`src/rtl/bit_unpacker_stream.sv`:
```
// bit_unpacker_stream
// ---------------------------------------------------------------------------
// Unpacks a dense, LSB-first bitstream of IN_WIDTH-bit words into values of
// runtime-selectable bitwidth (1..OUT_WIDTH). Each value is either
// sign-extended or zero-extended to OUT_WIDTH. A run is launched with a
// one-cycle start pulse that latches the configuration. The run ends after
// num_of_vals values have been handed downstream. Input words are counted
// exactly, so no word beyond ceil(num_of_vals*bitwidth/IN_WIDTH) is taken.
//
// Ports
//   clk                 clock
//   rstn                synchronous active-low reset
//   start               run launch pulse (honoured in IDLE/DONE only)
//   bitwidth            bits per value for the run, legal 1..OUT_WIDTH
//   sign_extend         1: sign-extend value, 0: zero-extend
//   num_of_vals         number of values to extract in the run
//   rcv_valid/rcv_data  packed input word stream
//   rcv_ready           input word accepted when rcv_valid & rcv_ready
//   trm_valid/trm_data  extracted value stream
//   trm_ready           downstream accepts value
//   busy                run in progress
//   done                run complete (sticky until next start/reset)
//   err                 last start carried an illegal bitwidth (sticky)
//   transmitted_values  values handed over in the current run
// ---------------------------------------------------------------------------
module bit_unpacker_stream #(
  parameter int IN_WIDTH  = 16,
  parameter int OUT_WIDTH = 16,
  parameter int BW_WIDTH  = 5,
  parameter int CNT_WIDTH = 32
) (
  input  logic                 clk,
  input  logic                 rstn,
  input  logic                 start,
  input  logic [BW_WIDTH-1:0]  bitwidth,
  input  logic                 sign_extend,
  input  logic [CNT_WIDTH-1:0] num_of_vals,
  input  logic                 rcv_valid,
  input  logic [IN_WIDTH-1:0]  rcv_data,
  output logic                 rcv_ready,
  output logic                 trm_valid,
  output logic [OUT_WIDTH-1:0] trm_data,
  input  logic                 trm_ready,
  output logic                 busy,
  output logic                 done,
  output logic                 err,
  output logic [CNT_WIDTH-1:0] transmitted_values
);

  localparam int BUF_W  = 2 * IN_WIDTH;
  localparam int FILL_W = $clog2(BUF_W) + 1;
  localparam int TOT_W  = CNT_WIDTH + BW_WIDTH;
  // One spare bit: the last accepted word may carry the count past total_bits.
  localparam int ACC_W  = TOT_W + 1;

  localparam logic [FILL_W-1:0]   IN_W_F = FILL_W'(IN_WIDTH);
  localparam logic [BW_WIDTH-1:0] MAX_BW = BW_WIDTH'(OUT_WIDTH);

  typedef enum logic [1:0] {
    S_IDLE = 2'd0,
    S_RUN  = 2'd1,
    S_DONE = 2'd2
  } state_t;

  // Takes the low bw bits of the buffer head and extends them to OUT_WIDTH.
  function automatic logic [OUT_WIDTH-1:0] f_extract(
    input logic [OUT_WIDTH-1:0] head,
    input logic [BW_WIDTH-1:0]  bw,
    input logic                 sext
  );
    logic [OUT_WIDTH-1:0] mask;
    logic [OUT_WIDTH-1:0] raw;
    logic                 sbit;
    mask = ~({OUT_WIDTH{1'b1}} << bw);
    raw  = head & mask;
    // mask >> 1 covers bits below the MSB of the field, so what survives the
    // inverted mask is the field MSB alone.
    sbit = |(raw & ~(mask >> 1));
    if (sext && sbit) begin
      f_extract = raw | ~mask;
    end else begin
      f_extract = raw;
    end
  endfunction

  // Control and datapath state
  state_t               r_state;
  logic [BW_WIDTH-1:0]  r_bw;
  logic                 r_sext;
  logic [CNT_WIDTH-1:0] r_num;
  logic [TOT_W-1:0]     r_total_bits;
  logic [ACC_W-1:0]     r_bits_acc;
  logic [BUF_W-1:0]     r_buf;
  logic [FILL_W-1:0]    r_fill;
  logic [CNT_WIDTH-1:0] r_tx;
  logic                 r_err;
  logic [OUT_WIDTH-1:0] r_trm_data;

  // Next-state and combinational datapath
  state_t               w_state_next;
  logic [FILL_W-1:0]    w_bw_f;
  logic                 w_cfg_bad;
  logic                 w_start_ok;
  logic                 w_trm_valid;
  logic                 w_emit;
  logic [FILL_W-1:0]    w_base;
  logic                 w_rcv_ready;
  logic                 w_accept;
  logic [BUF_W-1:0]     w_shifted;
  logic [BUF_W-1:0]     w_keep;
  logic [BUF_W-1:0]     w_buf_next;
  logic [FILL_W-1:0]    w_fill_next;
  logic [CNT_WIDTH-1:0] w_tx_next;
  logic                 w_last;

  always_comb begin
    w_state_next = r_state;
    w_bw_f       = FILL_W'(r_bw);
    w_cfg_bad    = (bitwidth == '0) || (bitwidth > MAX_BW);
    w_start_ok   = start && (r_state != S_RUN);

    w_trm_valid  = (r_state == S_RUN) && (r_fill >= w_bw_f);
    w_emit       = w_trm_valid && trm_ready;

    // Write position for an incoming word: the fill level after this
    // cycle's emit has removed its bits.
    w_base       = w_emit ? (r_fill - w_bw_f) : r_fill;
    w_rcv_ready  = (r_state == S_RUN) && (w_base <= IN_W_F) &&
                   (r_bits_acc < ACC_W'(r_total_bits));
    w_accept     = w_rcv_ready && rcv_valid;

    w_shifted    = w_emit ? (r_buf >> r_bw) : r_buf;
    // Clear everything from the write position upward before merging, so the
    // new word never ORs into leftover bits.
    w_keep       = ~({BUF_W{1'b1}} << w_base);
    w_buf_next   = w_accept ? ((w_shifted & w_keep) | (BUF_W'(rcv_data) << w_base))
                            : w_shifted;
    w_fill_next  = w_accept ? (w_base + IN_W_F) : w_base;

    w_tx_next    = w_emit ? (r_tx + CNT_WIDTH'(1)) : r_tx;
    w_last       = w_emit && (w_tx_next == r_num);

    case (r_state)
      S_IDLE, S_DONE: begin
        if (start) begin
          w_state_next = (w_cfg_bad || (num_of_vals == '0)) ? S_DONE : S_RUN;
        end
      end
      S_RUN: begin
        if (w_last) begin
          w_state_next = S_DONE;
        end
      end
      default: w_state_next = S_IDLE;
    endcase
  end

  always_ff @(posedge clk) begin
    if (!rstn) begin
      r_state      <= S_IDLE;
      r_bw         <= '0;
      r_sext       <= 1'b0;
      r_num        <= '0;
      r_total_bits <= '0;
      r_bits_acc   <= '0;
      r_buf        <= '0;
      r_fill       <= '0;
      r_tx         <= '0;
      r_err        <= 1'b0;
      r_trm_data   <= '0;
    end else begin
      r_state <= w_state_next;
      if (w_start_ok) begin
        r_bw         <= bitwidth;
        r_sext       <= sign_extend;
        r_num        <= num_of_vals;
        r_total_bits <= TOT_W'(num_of_vals) * TOT_W'(bitwidth);
        r_bits_acc   <= '0;
        r_buf        <= '0;
        r_fill       <= '0;
        r_tx         <= '0;
        r_err        <= w_cfg_bad;
      end else if (r_state == S_RUN) begin
        r_buf  <= w_buf_next;
        r_fill <= w_fill_next;
        r_tx   <= w_tx_next;
        if (w_accept) begin
          r_bits_acc <= r_bits_acc + ACC_W'(IN_WIDTH);
        end
        // The output value is registered from the next buffer head. Updating
        // only while the run continues with a full value in hand keeps the
        // last emitted value on trm_data after the run ends.
        if ((w_state_next == S_RUN) && (w_fill_next >= w_bw_f)) begin
          r_trm_data <= f_extract(w_buf_next[OUT_WIDTH-1:0], r_bw, r_sext);
        end
      end
    end
  end

  assign rcv_ready          = w_rcv_ready;
  assign trm_valid          = w_trm_valid;
  assign trm_data           = r_trm_data;
  assign busy               = (r_state == S_RUN);
  assign done               = (r_state == S_DONE);
  assign err                = r_err;
  assign transmitted_values = r_tx;

endmodule

```
`config.mk`:
```
export PLATFORM = sky130hd
export DESIGN_NAME = bit_unpacker_stream
export DESIGN_NICKNAME = d
export VERILOG_FILES = /design/src/rtl/bit_unpacker_stream.sv
export SDC_FILE = /design/constraint.sdc
export NUM_CORES = 1
export LEC_CHECK = 0
export BUFFER_PORTS_ARGS = -buffer_cell sky130_fd_sc_hd__buf_2
export CAP_MARGIN = 0
export CORE_ASPECT_RATIO = 1.2
export CORE_MARGIN = 3
export CORE_UTILIZATION = 35
export DETAILED_ROUTE_END_ITERATION = 12
export MAX_ROUTING_LAYER = met4
export PLACE_DENSITY = 0.48
export SKIP_LAST_GASP = 1
export SLEW_MARGIN = 15
export SYNTH_ARGS = -nofsm -noshare
export SYNTH_HDL_FRONTEND = slang
export SYNTH_SLANG_ARGS = --single-unit
export TNS_END_PERCENT = 20
```
`constraint.sdc`:
```
create_clock -name clk -period 13.2 [get_ports clk]
set_clock_uncertainty 0.1 [all_clocks]
set_input_delay 1.32 -clock clk [delete_from_list [all_inputs] [get_ports clk]]
set_output_delay 1.32 -clock clk [all_outputs]
set_load 0.01 [all_outputs]
```
Yosys cells after proc, flatten, opt, wreduce, memory -nomap -nowiden
Cells that the tools add are included.
{"block": "totals", "register_bits": 202, "inputBits": 59, "output_inout_bits": 53}
{"block": "classes", "n_addsub": 4, "n_mul": 1, "n_lt_le_gt_ge": 5, "n_eq_ne": 5, "shift": 4, "muxes": 10, "n_bitwise": 11, "reduce_logical": 19}
{"cell": "$mux W32", "count": 3}
{"cell": "$add A38 B5 Y38 const B", "count": 1}
{"cell": "$lt A38 B37 Y1", "count": 1}
{"cell": "$mul A32 B5 Y37", "count": 1}
{"cell": "$add A32 B1 Y32 const B", "count": 1}
{"cell": "$and A16 B16 Y16", "count": 2}
{"cell": "$and A32 B32 Y32", "count": 1}
{"cell": "$eq A32 B32 Y1", "count": 1}
{"cell": "$logic_not A32 Y1", "count": 1}
{"cell": "$not A16 Y16", "count": 2}
{"cell": "$not A32 Y32", "count": 1}
{"cell": "$or A32 B32 Y32", "count": 1}
{"cell": "$shl A16 B6 Y32", "count": 1}
{"cell": "$shl A32 B6 Y32 const A", "count": 1}
{"cell": "$shr A32 B5 Y32", "count": 1}
{"cell": "$mux W16", "count": 1}
{"cell": "$not A15 Y16", "count": 1}
{"cell": "$or A16 B16 Y16", "count": 1}
{"cell": "$reduce_or A16 Y1", "count": 1}
{"cell": "$shl A16 B5 Y16 const A", "count": 1}
{"cell": "$ge A6 B5 Y1", "count": 2}
{"cell": "$mux W6", "count": 2}
{"cell": "$logic_and A1 B1 Y1", "count": 9}
{"cell": "$add A6 B5 Y6 const B", "count": 1}
{"cell": "15 further kinds", "count": 21}

Logic depth before layout (Yosys ltp)
Gate-level depths: netlist (run 1).
{"block": "logic_depth", "word_depth": 14, "depth_mapped": 28}

Worst setup path after synthesis (run 1)
OpenSTA, ideal clock, no wires.
{"block": "synth_path", "path_kind": "input -> register", "from": "in bitwidth[4]", "to": "reg r_total_bits[34]", "arrival_time_ps": 5802, "path_slack_ps": 7170, "path_stages": 19, "n_path_buf": 2, "path_cell_list": "clkbuf_1 > clkbuf_1 > nand2_1 > fa_1 > fa_1 > fa_1 > inv_1 > ha_1 > a211oi_1 > o21ai_0 > nand4_1 > a41o_1 > o21ai_0 > a31o_2 > a211oi_1 > nor2_1 > o31ai_1 > xor2_1 > o22ai_1"}
{"block": "synth_via", "elab_chain_cells": 1}
{"element": "from (decl)", "line": "35", "rtl": "input logic [BW_WIDTH-1:0] bitwidth,"}
{"element": "$mul A32 B5 Y37", "line": "177", "rtl": "r_total_bits <= TOT_W'(num_of_vals) * TOT_W'(bitwidth);"}
{"element": "to (signal assigned)", "line": "177"}
{"element": "to (decl)", "line": "91", "rtl": "logic [TOT_W-1:0] r_total_bits;"}
No other way between the ends.
A chain may end at the register's enable or synchronous reset.

Worst setup path after layout (run 1)
{"block": "layout_path", "from": "reg r_bw[0]", "to": "reg r_trm_data[5], in the netlist trm_data[5]"}
{"block": "layout_via", "elab_cells_between_ends": 38, "classes_between": "add/sub (2); order compare (3); eq/ne (2); shift (4); mux (8); bitwise (9); reduce/logical (10)"}
{"element": "from (decl)", "line": "88", "rtl": "logic [BW_WIDTH-1:0] r_bw;"}
{"element": "from (signal assigned)", "line": "174", "rtl": "r_bw <= bitwidth;"}
{"element": "$ge A6 B5 Y1", "line": "122", "rtl": "w_trm_valid = (r_state == S_RUN) && (r_fill >= w_bw_f);"}
{"element": "$logic_and A1 B1 Y1", "line": "122"}
{"element": "$logic_and A1 B1 Y1", "line": "123", "rtl": "w_emit = w_trm_valid && trm_ready;"}
{"element": "$mux W6 *", "line": "127", "rtl": "w_base = w_emit ? (r_fill - w_bw_f) : r_fill;"}
{"element": "$le A6 B5 Y1", "line": "128", "rtl": "w_rcv_ready = (r_state == S_RUN) && (w_base <= IN_W_F) &&"}
{"element": "$logic_and A1 B1 Y1 (2 in a row)", "line": "128"}
{"element": "$logic_and A1 B1 Y1", "line": "130", "rtl": "w_accept = w_rcv_ready && rcv_valid;"}
{"element": "$mux W6 *", "line": "138", "rtl": "w_fill_next = w_accept ? (w_base + IN_W_F) : w_base;"}
{"element": "via w_fill_next[4]", "line": "112", "rtl": "logic [FILL_W-1:0] w_fill_next;"}
{"element": "$ge A6 B5 Y1 *", "line": "193", "rtl": "if ((w_state_next == S_RUN) && (w_fill_next >= w_bw_f)) begin"}
{"element": "$logic_and A1 B1 Y1 *", "line": "193"}
{"element": "$reduce_and A3 Y1 (no source line) *"}
{"element": "to (signal assigned)", "line": "194", "rtl": "r_trm_data <= f_extract(w_buf_next[OUT_WIDTH-1:0], r_bw, r_sext);"}
{"element": "to (decl)", "line": "97", "rtl": "logic [OUT_WIDTH-1:0] r_trm_data;"}
The timed path passes the listed nets; every way through them passes the cells marked *.

==> results of run 1 <==
## flip-flops by register name, indices dropped and copies added, names as in the netlist
| register | flops |
|---|---|
| r_total_bits | 37 |
| r_bits_acc | 34 |
| r_buf | 32 |
| r_num | 32 |
| transmitted_values | 32 |
| trm_data | 16 |
| r_fill | 6 |
| r_bw | 5 |
| r_state | 2 |
| err | 1 |
| r_sext | 1 |
## final timing paths
check                   startpoint          endpoint  slack [ns]  cells past startpoint
hold / removal    r_total_bits[11]  r_total_bits[11]        0.36                      2
hold reg to reg   r_total_bits[11]  r_total_bits[11]        0.36                      2
setup / recovery           r_bw[0]       trm_data[5]        4.89                     19
setup reg to reg           r_bw[0]       trm_data[5]        4.89                     19
## layer usage
| metal | routed length (um) | global-route usage |
|---|---|---|
| met1 | 28100 | 0.296 |
| met2 | 34700 | 0.438 |
| met3 | 2790 | 0.0339 |
| met4 | 2690 | 0.102 |
| met5 | 0 | - |
## final cells by class
cell class | instances | area (um2)
repair buffers | 131 | 706
well taps | 697 | 872
inverters | 127 | 477
multi-input cells | 1905 | 13500
fillers | 5548 | 31800
diodes | 7 | 17.5
clock buffers | 20 | 467
flip-flops and latches | 198 | 3970
clock inverters | 10 | 118
## layout by cell type (no fill, tap or decap), types with 32 or more instances in the layout
master,synthesis,final
nand2_1,382,380
nand3_1,66,66
fa_1,91,91
ha_1,91,91
xnor2_1,62,62
o21ai_0,77,77
nor2_1,233,233
inv_1,120,120
mux2i_1,44,43
nand4_1,32,32
a21oi_1,192,192
nor3_1,44,44
and2_1,96,96
xor2_1,56,56
buf_2,13,111
dfxtp_1,198,196
## kinds of logic after synthesis
| family | count (synthesis) | share of synthesized area |
|---|---|---|
| adders and majority gates | 182 | 0.160 |
| and+or+nand+nor | 993 | 0.254 |
| muxes | 94 | 0.0716 |
| xor gates and xnor gates | 121 | 0.0594 |
| buffers and inverters | 259 | 0.0586 |
| DFF | 198 | 0.214 |
| AOI/OAI and AO/OA | 515 | 0.183 |
## critical path, cell delays in order (launching register included)
cell	delay (ns)
dfxtp_2	0.31
buf_4	0.47
ha_1	0.27
inv_1	0.06
fa_1	0.44
a211oi_1	0.50
or4_1	0.49
nand2_8	0.30
mux2i_4	0.77
inv_1	0.62
ha_1	0.43
a221oi_2	0.26
and2_1	0.47
xnor2_1	0.17
ha_1	0.33
nand2_1	0.05
o211ai_1	0.18
nand3_2	0.53
nor4_4	1.10
a311oi_1	0.22
## power by group through the flow
stage	Combinational [uW]	Sequential, uW	Clock, uW
after CTS	887	669	570
final	876	669	551
after floorplan	642	671	0
after global routing	988	673	588
after detailed placement	882	683	0
after global placement	875	683	0
## stage by stage
| stage | power [uW] | instances | utilization | area (um2) | setup slack, ns |
|---|---|---|---|---|---|
| after floorplan | 1310 | 2362 | - | 18500 | 7.17 |
| after global placement | 1560 | 3058 | 0.376 | 19500 | 5.03 |
| after detailed placement | 1560 | 3058 | 0.376 | 19500 | 4.93 |
| after CTS | 2130 | 3088 | 0.388 | 20100 | 4.91 |
| after global routing | 2250 | 3094 | 0.388 | 20100 | 4.23 |
| final | 2100 | 3095 | 0.388 | 20100 | 4.89 |
==> reports/results.ini, run 1 <==
[synth]
synth_edf_count = 0
synth_most_common_cell = nand2_1
synth_area_leaders = dfxtp_1 21%, fa_1 9.8%, nand2_1 7.7%
ys_seq_area_frac = 0.214
syn_area_um2 = 18500
yosysTopAreaCell = dfxtp_1
async_flop_share = 0
ys_warn_count = 0
synth_cell_types = 101
yosys-top-cells-count = 382 x nand2_1, 233 x nor2_1, 198 x dfxtp_1, 192 x a21oi_1, 120 x inv_1
syn_nets = 2603
ys_ff_latch = 198
synth_top_area_frac = 0.214
netlist_instances = 2362
synthFlopType = dfxtp_1
syn_avg_cell_area_um2 = 7.85

[timing]
relSlewSlack = 0.202
worst_slew_pin_slew_ns = 1.19
timing.final.crit_share = 0.630
rsz0062_at_grt = false
fin_setup_tns_ns = 0
hold_viol_final = 0
fin_hold_ws_ns = 0.355
slew_violations = 0
finalCriticalPeriod_ns = 8.31
max_freq_ghz = 0.120
finalSetupViolations = 0

[floorplanning]
core_um2 = 51900
io_pins = 112
fp-row-count = 91
dieArea_um2 = 55800
die_w_um = 216
die_y_um = 258
initial_utilization = 0.357

[global_route]
grt_start_max_net_pins = 80
overflow = 0
grt_pass1_vias = 17700
grt_pass1_wl_mm = 106
antenna_found_initial = 6
gr-usage-all-layers = 0.253

[clock_tree]
clk_pin_slew_ns = 0.07
clock_path_buffers = 2
cts_hold_buffers = 0
clk_latency_ns = 0.50
cts_tree = built
cts_max_level = 4
numClockSinks = 198
cts_resized = 0
post_cts_buffers = 0
root_buffer = clkbuf_16
cts_buffers = 17

[pwr]
power_leakage_uw = 0.00818
intPower_uw = 1270
power_switching_uw = 824
peakVddDrop_mv = 0.0942
power_frac_comb = 0.418
p_sw_frac = 0.393
power_frac_clock = 0.263
seq_power_share = 0.319
power.density_nw_per_um2 = 104

[drt]
num_vias = 17500
first_pass_iters = 6
vias_per_cell = 5.66
drt_iter0_drc = 1296
routed_wl_mm = 68.3
ant_nets = 0
drcViolationCount = 0
routedWlPerCell_um = 22.1

[cells_and_area]
layout-drive-gt1-share = 0.113
final_nets = 2621
syn_to_final_growth_pct = 8.58

[worst_setup_path]
critPathMaxFanout = 41
arrival_ns = 8.53
crit_type = reg2reg
critPathLaunchType = flop
worstSetupEndpointType = flop
critPathRequiredTime_ns = 13.42

[placed_design]
numPortBuffers = 111
hpwl_mm = 52.6
place_congestion = 0.924

[hold_path]
hold_class = reg2reg

[job]
drv_cap = 0

[run_status]
status = finished, final reports clean

Power figures use the tool's default switching activity.
==> run 2, diff against run 1 <==
==> constraint.sdc (replaced) <==
create_clock -name clk -period 7.65 [get_ports clk]
set_clock_uncertainty 0.1 [all_clocks]
set_input_delay 0.765 -clock clk [delete_from_list [all_inputs] [get_ports clk]]
set_output_delay 0.765 -clock clk [all_outputs]
set_load 0.01 [all_outputs]
==> run 2 against run 1 <==
Against the previous run:
- final cell count up 0.13%
- sequential power up 73%
- final area up 0.41%
- worst hold slack worse by 0.0018 ns
- core utilization up 0.16 points
- routed wire length up 0.52%
- global-route usage down 0.078 points
- worst setup slack worse by 3.7 ns
- die area unchanged
- critical path type unchanged
- critical endpoint is now trm_data[1]
- largest power group unchanged
==> reports/results.ini, run 2 (same netlist as run 1, synthesis figures left out) <==
[clock_tree]
clk_pin_slew_ns = 0.08  ; about the same
cts_max_level = 4  ; unchanged
cts_tree = built
clk_latency_ns = 0.50  ; about the same
root_buffer = clkbuf_16
cts_resized = 0  ; unchanged
cts_hold_buffers = 0  ; unchanged
numClockSinks = 198  ; unchanged
cts_buffers = 17  ; unchanged
clock_path_buffers = 2  ; unchanged
post_cts_buffers = 0  ; unchanged

[placed_design]
place_congestion = 0.927  ; +0.37%
hpwl_mm = 52.5  ; -0.15%
placed_area_um2 = 19600  ; +0.35%
pre_cts_slack_ns = 1.20  ; -3.73 ns
numPortBuffers = 111  ; unchanged

[global_route]
grt_start_max_net_pins = 79  ; -1.3%
gr-usage-all-layers = 0.252  ; -0.000782
overflow = 0  ; unchanged
grt_pass1_wl_mm = 106  ; -0.35%
antenna_found_initial = 1  ; -5
grt_pass1_vias = 17300  ; -2.0%

[floorplanning]
io_pins = 112  ; unchanged
die_w_um = 216  ; unchanged
fp-row-count = 91  ; unchanged
dieArea_um2 = 55800  ; unchanged
core_um2 = 51900  ; unchanged
initial_utilization = 0.357  ; unchanged
die_y_um = 258  ; unchanged

[worst_setup_path]
cpMostUsedCell = inv_1
crit_type = reg2reg
crit_buf_inv = 7  ; +4
critPathRequiredTime_ns = 7.90  ; -5.52 ns
worstSetupEndpointType = flop
critPathMaxFanout = 27  ; -34%
critPathLaunchType = flop
arrival_ns = 6.70  ; -1.83 ns
critPathMaxStageDelay_ns = 0.53  ; -0.57 ns
path_cells = inv_1 -> ha_1 -> inv_1 -> fa_1 -> a211oi_1 -> or4_1 -> nand2_8 -> mux2i_4 -> buf_4 -> inv_1 -> buf_4 -> ha_1 -> inv_1 -> o211a_1 -> a221oi_2 -> and2_1 -> xnor2_1 -> ha_1 -> nand2_1 -> o211ai_1 -> nand3_2 -> nor4_4 -> buf_4 -> a311oi_1
critPathTopFamily = simple AND/OR/NAND/NOR gates
cpMaxStageDelayCell = nand3_2

[pwr]
power.density_nw_per_um2 = 182  ; +75%
power_leakage_uw = 0.00822  ; +0.52%
peakVddDrop_mv = 0.154  ; +63%

[timing]
finalCriticalPeriod_ns = 6.44  ; -1.87 ns
slew_violations = 0  ; unchanged
timing.final.crit_share = 0.842  ; +0.212
rsz0062_at_grt = false
hold_viol_final = 0  ; unchanged
layout_setup_ws_ns = 1.21  ; -3.68 ns
worst_slew_pin_slew_ns = 1.11  ; -0.0800 ns
fin_hold_ws_ns = 0.353  ; -0.00179 ns
fin_setup_tns_ns = 0  ; unchanged
relSlewSlack = 0.253  ; +0.0506
max_freq_ghz = 0.155  ; +29%
finalSetupViolations = 0  ; unchanged

[cells_and_area]
final_area_um2 = 20200  ; +0.41%
postLayoutCoreUtil = 0.389  ; +0.00159
final_cell_mix = 380 x nand2_1, 232 x nor2_1, 196 x dfxtp_1
final_nets = 2629  ; +0.31%
syn_to_final_growth_pct = 9.03
final_common_cell = nand2_1
layout-drive-gt1-share = 0.117  ; +0.00411
fillCellCount = 5582  ; +0.61%
top_register = r_total_bits
top_regs = r_total_bits x37, r_bits_acc x34
largest_reg_flops = 37  ; unchanged

[drt]
drt_iter0_drc = 1338  ; +3.2%
ant_nets = 0  ; unchanged
routed_wl_mm = 68.7  ; +0.52%
num_vias = 17600  ; +0.39%
drcViolationCount = 0  ; unchanged
first_pass_iters = 8  ; +2
vias_per_cell = 5.67  ; +0.26%
routedWlPerCell_um = 22.2  ; +0.39%

[job]
drv_cap = 0  ; unchanged

[run_status]
status = finished, final reports clean

[hold_path]
hold_class = reg2reg

run 2: cell types whose count changed in the layout (fill, tap and decap cells not counted), sizes merged:
cell | previous run | this run
clkinv | 3 | 4
buf | 131 | 139
diode | 7 | 1
clkbuf | 20 | 19
clkinvlp | 1 | 3
run 2: routing by layer:
metal,wire (um),up-vias,global-route usage
met5,0,-,-
met3,3390,139,0.0375
met4,2550,0,0.0952
met2,34500,530,0.437
met1,28300,8581,0.295
li1,-,8333,-
run 2: final timing paths:
| path | end | start | slack, ns | cells past startpoint |
|---|---|---|---|---|
| max | trm_data[1] | r_fill[0] | 1.21 | 24 |
| min | r_total_bits[0] | r_total_bits[0] | 0.35 | 2 |
| max reg2reg | trm_data[1] | r_fill[0] | 1.21 | 24 |
| min reg2reg | r_total_bits[0] | r_total_bits[0] | 0.35 | 2 |
run 2: through the flow:
stage | total power (uW) | instances
detailed placement | 2740 | 3066
CTS | 3730 | 3098
global placement | 2720 | 3066
global route | 3940 | 3099
finish | 3670 | 3099
floorplan | 2270 | 2362
run 2: layout make-up:
class / count / area, um2 / share of cell area
multi-input cells: 1905 / 13500 / 0.669
clock inverters: 13 / 169 / 0.00835
clock buffers: 19 / 443 / 0.0219
flip-flops and latches: 198 / 3970 / 0.196
diodes: 1 / 2.50 / 0.000124
inverters: 127 / 477 / 0.0236
repair buffers: 139 / 766 / 0.0379
well taps: 697 / 872 / 0.0431
run 2: worst min-delay path, delay by kind of cell, from the launching register on:
kind | cells | cell delay, ns
DFF | 1 | 0.31
and+or+nand+nor | 1 | 0.05
AOI/OAI and AO/OA | 1 | 0.05
run 2: where the power goes:
part / total [uW] / switching (uW) / internal (uW)
Sequential: 1160 / 55.6 / 1100
Clock: 971 / 470 / 501
Combinational: 1540 / 957 / 587
Total: 3670 / 1480 / 2190
==> run 3, diff against run 2 <==
==> constraint.sdc (replaced) <==
create_clock -name clk -period 6.1 [get_ports clk]
set_clock_uncertainty 0.1 [all_clocks]
set_input_delay 0.61 -clock clk [delete_from_list [all_inputs] [get_ports clk]]
set_output_delay 0.61 -clock clk [all_outputs]
set_load 0.01 [all_outputs]
==> run 3 against run 2 <==
Against the previous run:
- clock power is 16% higher
- combinational power increased by 27%
- non-clock buffer count up 17
- worst hold slack got worse by 0.047 ns
- worst setup slack worse by 0.53 ns
- register-to-register slack got worse by 0.53 ns
- global-route usage increased by 0.11 points
- total power increased by 23%
- via count up 0.97%
- sequential cell count did not move
- critical path type unchanged
- critical endpoint is now trm_data[14]
- largest power group unchanged
==> reports/results.ini, run 3 (same netlist as run 1, synthesis figures left out) <==
[clock_tree]
clk_latency_ns = 0.49  ; about the same
cts_tree = built
cts_max_level = 4  ; unchanged
clock_path_buffers = 2  ; unchanged
numClockSinks = 198  ; unchanged
cts_buffers = 17  ; unchanged
post_cts_buffers = 0  ; unchanged
root_buffer = clkbuf_16
clk_pin_slew_ns = 0.08  ; about the same
cts_resized = 0  ; unchanged
cts_hold_buffers = 0  ; unchanged

[drt]
ant_nets = 0  ; unchanged
routed_wl_mm = 69.1  ; +0.55%
num_vias = 17800  ; +0.97%
drt_iter0_drc = 1326  ; -0.90%
top_layer = met4
vias_per_cell = 5.70  ; +0.42%
routed-wl-met2_mm = 34.5  ; +0.23%
wl_met3_mm = 3.30  ; -2.7%
wl_met1_mm = 28.3  ; +0.12%
drcViolationCount = 0  ; unchanged
routedWlPerCell_um = 22.2  ; about the same
first_pass_iters = 6  ; -2

[run_status]
status = finished, final reports clean

[timing]
fin_setup_tns_ns = 0  ; unchanged
timing.final.crit_share = 0.888  ; +0.0463
hold_viol_final = 0  ; unchanged
finalSetupViolations = 0  ; unchanged
finalCriticalPeriod_ns = 5.42  ; -1.02 ns
max_freq_ghz = 0.185  ; +19%
rsz0062_at_grt = false
layout_setup_ws_ns = 0.681  ; -0.527 ns
worst_slew_pin_slew_ns = 1.03  ; -0.0836 ns
fin_hold_ws_ns = 0.307  ; -0.0466 ns
relSlewSlack = 0.305  ; +0.0524
slew_violations = 0  ; unchanged

[pwr]
p_total_uw = 4530  ; +23%
peakVddDrop_mv = 0.147  ; -4.7%
power_leakage_uw = 0.00828  ; +0.71%
power.density_nw_per_um2 = 223  ; +23%

[cells_and_area]
top_register = r_total_bits
largest_reg_flops = 37  ; unchanged
layout-drive-gt1-share = 0.122  ; +0.00497
syn_to_final_growth_pct = 9.40
final_cell_mix = 380 x nand2_1, 233 x nor2_1, 196 x dfxtp_1
layout.cells.non_filler = 3116  ; +0.55%
final_common_cell = nand2_1
final_nets = 2646  ; +0.65%
top_regs = r_total_bits x37, r_bits_acc x34

[floorplanning]
core_um2 = 51900  ; unchanged
die_w_um = 216  ; unchanged
dieArea_um2 = 55800  ; unchanged
die_y_um = 258  ; unchanged
io_pins = 112  ; unchanged
initial_utilization = 0.357  ; unchanged
fp-row-count = 91  ; unchanged

[placed_design]
pre_cts_slack_ns = 0.344  ; -0.855 ns
place_congestion = 0.954  ; +2.9%
numPortBuffers = 111  ; unchanged
dp_cells = 3083  ; +0.55%
hpwl_mm = 53.3  ; +1.5%

[global_route]
grt_pass1_vias = 17700  ; +2.0%
gr-usage-all-layers = 0.253  ; +0.00113
grt_pass1_wl_mm = 106  ; +0.57%
grt_start_max_net_pins = 79  ; unchanged
antenna_found_initial = 1  ; unchanged
overflow = 0  ; unchanged

[worst_setup_path]
critPathRequiredTime_ns = 6.35  ; -1.55 ns
critPathLaunchType = flop
crit_type = reg2reg
arrival_ns = 5.67  ; -1.03 ns
critPathMaxFanout = 41  ; +52%
worstSetupEndpointType = flop

[job]
drv_cap = 0  ; unchanged

[hold_path]
hold_class = in2reg

-- run 3: changes by cell type in the layout (fill, tap and decap cells not counted), moves of 2 or more --
cell,previous run,this run
clkinv_2,1,3
bufinv_16,2,0
clkinv_8,2,0
buf_4,28,44
-- run 3: final cells by class --
class	instances	area, um2
Fill cell	5480	31600
Multi-Input combinational cell	1905	13500
Sequential cell	198	3970
Timing Repair Buffer	156	906
Tap cell	697	872
Inverter	127	477
Clock buffer	21	460
Clock inverter	11	90.1
Antenna cell	1	2.50
-- run 3: final timing paths --
path	depth (start not counted)	endpoint	from	slack [ns]
hold reg to reg	2	r_total_bits[3]	r_total_bits[3]	0.35
setup reg to reg	18	trm_data[14]	r_fill[0]	0.68
hold / removal	3	r_sext	sign_extend	0.31
setup / recovery	18	trm_data[14]	r_fill[0]	0.68
-- run 3: critical path, cell delays in order, from the launching register on --
cell,delay (ns)
dfxtp_1,0.35
inv_1,0.09
ha_1,0.17
inv_1,0.06
fa_1,0.44
a211oi_1,0.49
or4_1,0.31
nand2_8,0.24
mux2i_4,0.25
inv_1,0.08
ha_1,0.23
inv_1,0.10
o211ai_1,0.21
nor3_2,0.58
a31oi_1,0.18
a41oi_1,0.57
o211ai_2,0.34
nor3b_1,0.33
a211oi_2,0.10
-- run 3: per-stage QoR --
stage	util	area, um2
detailed placement	0.380	19700
global placement	0.380	19700
CTS	0.391	20300
finish	0.391	20300
floorplan	-	18500
global route	0.391	20300
-- run 3: routing by layer --
metal,vias to the layer above,GRT usage
met5,-,-
met3,133,0.0401
met1,8756,0.294
met2,511,0.434
met4,0,0.107
li1,8354,-
-- run 3: report_power, final --
group | leakage (uW) | internal [uW] | switching [uW]
sequential | 0.00161 | 1380 | 70.6
clock | 0.000269 | 551 | 578
combinational | 0.00640 | 747 | 1200
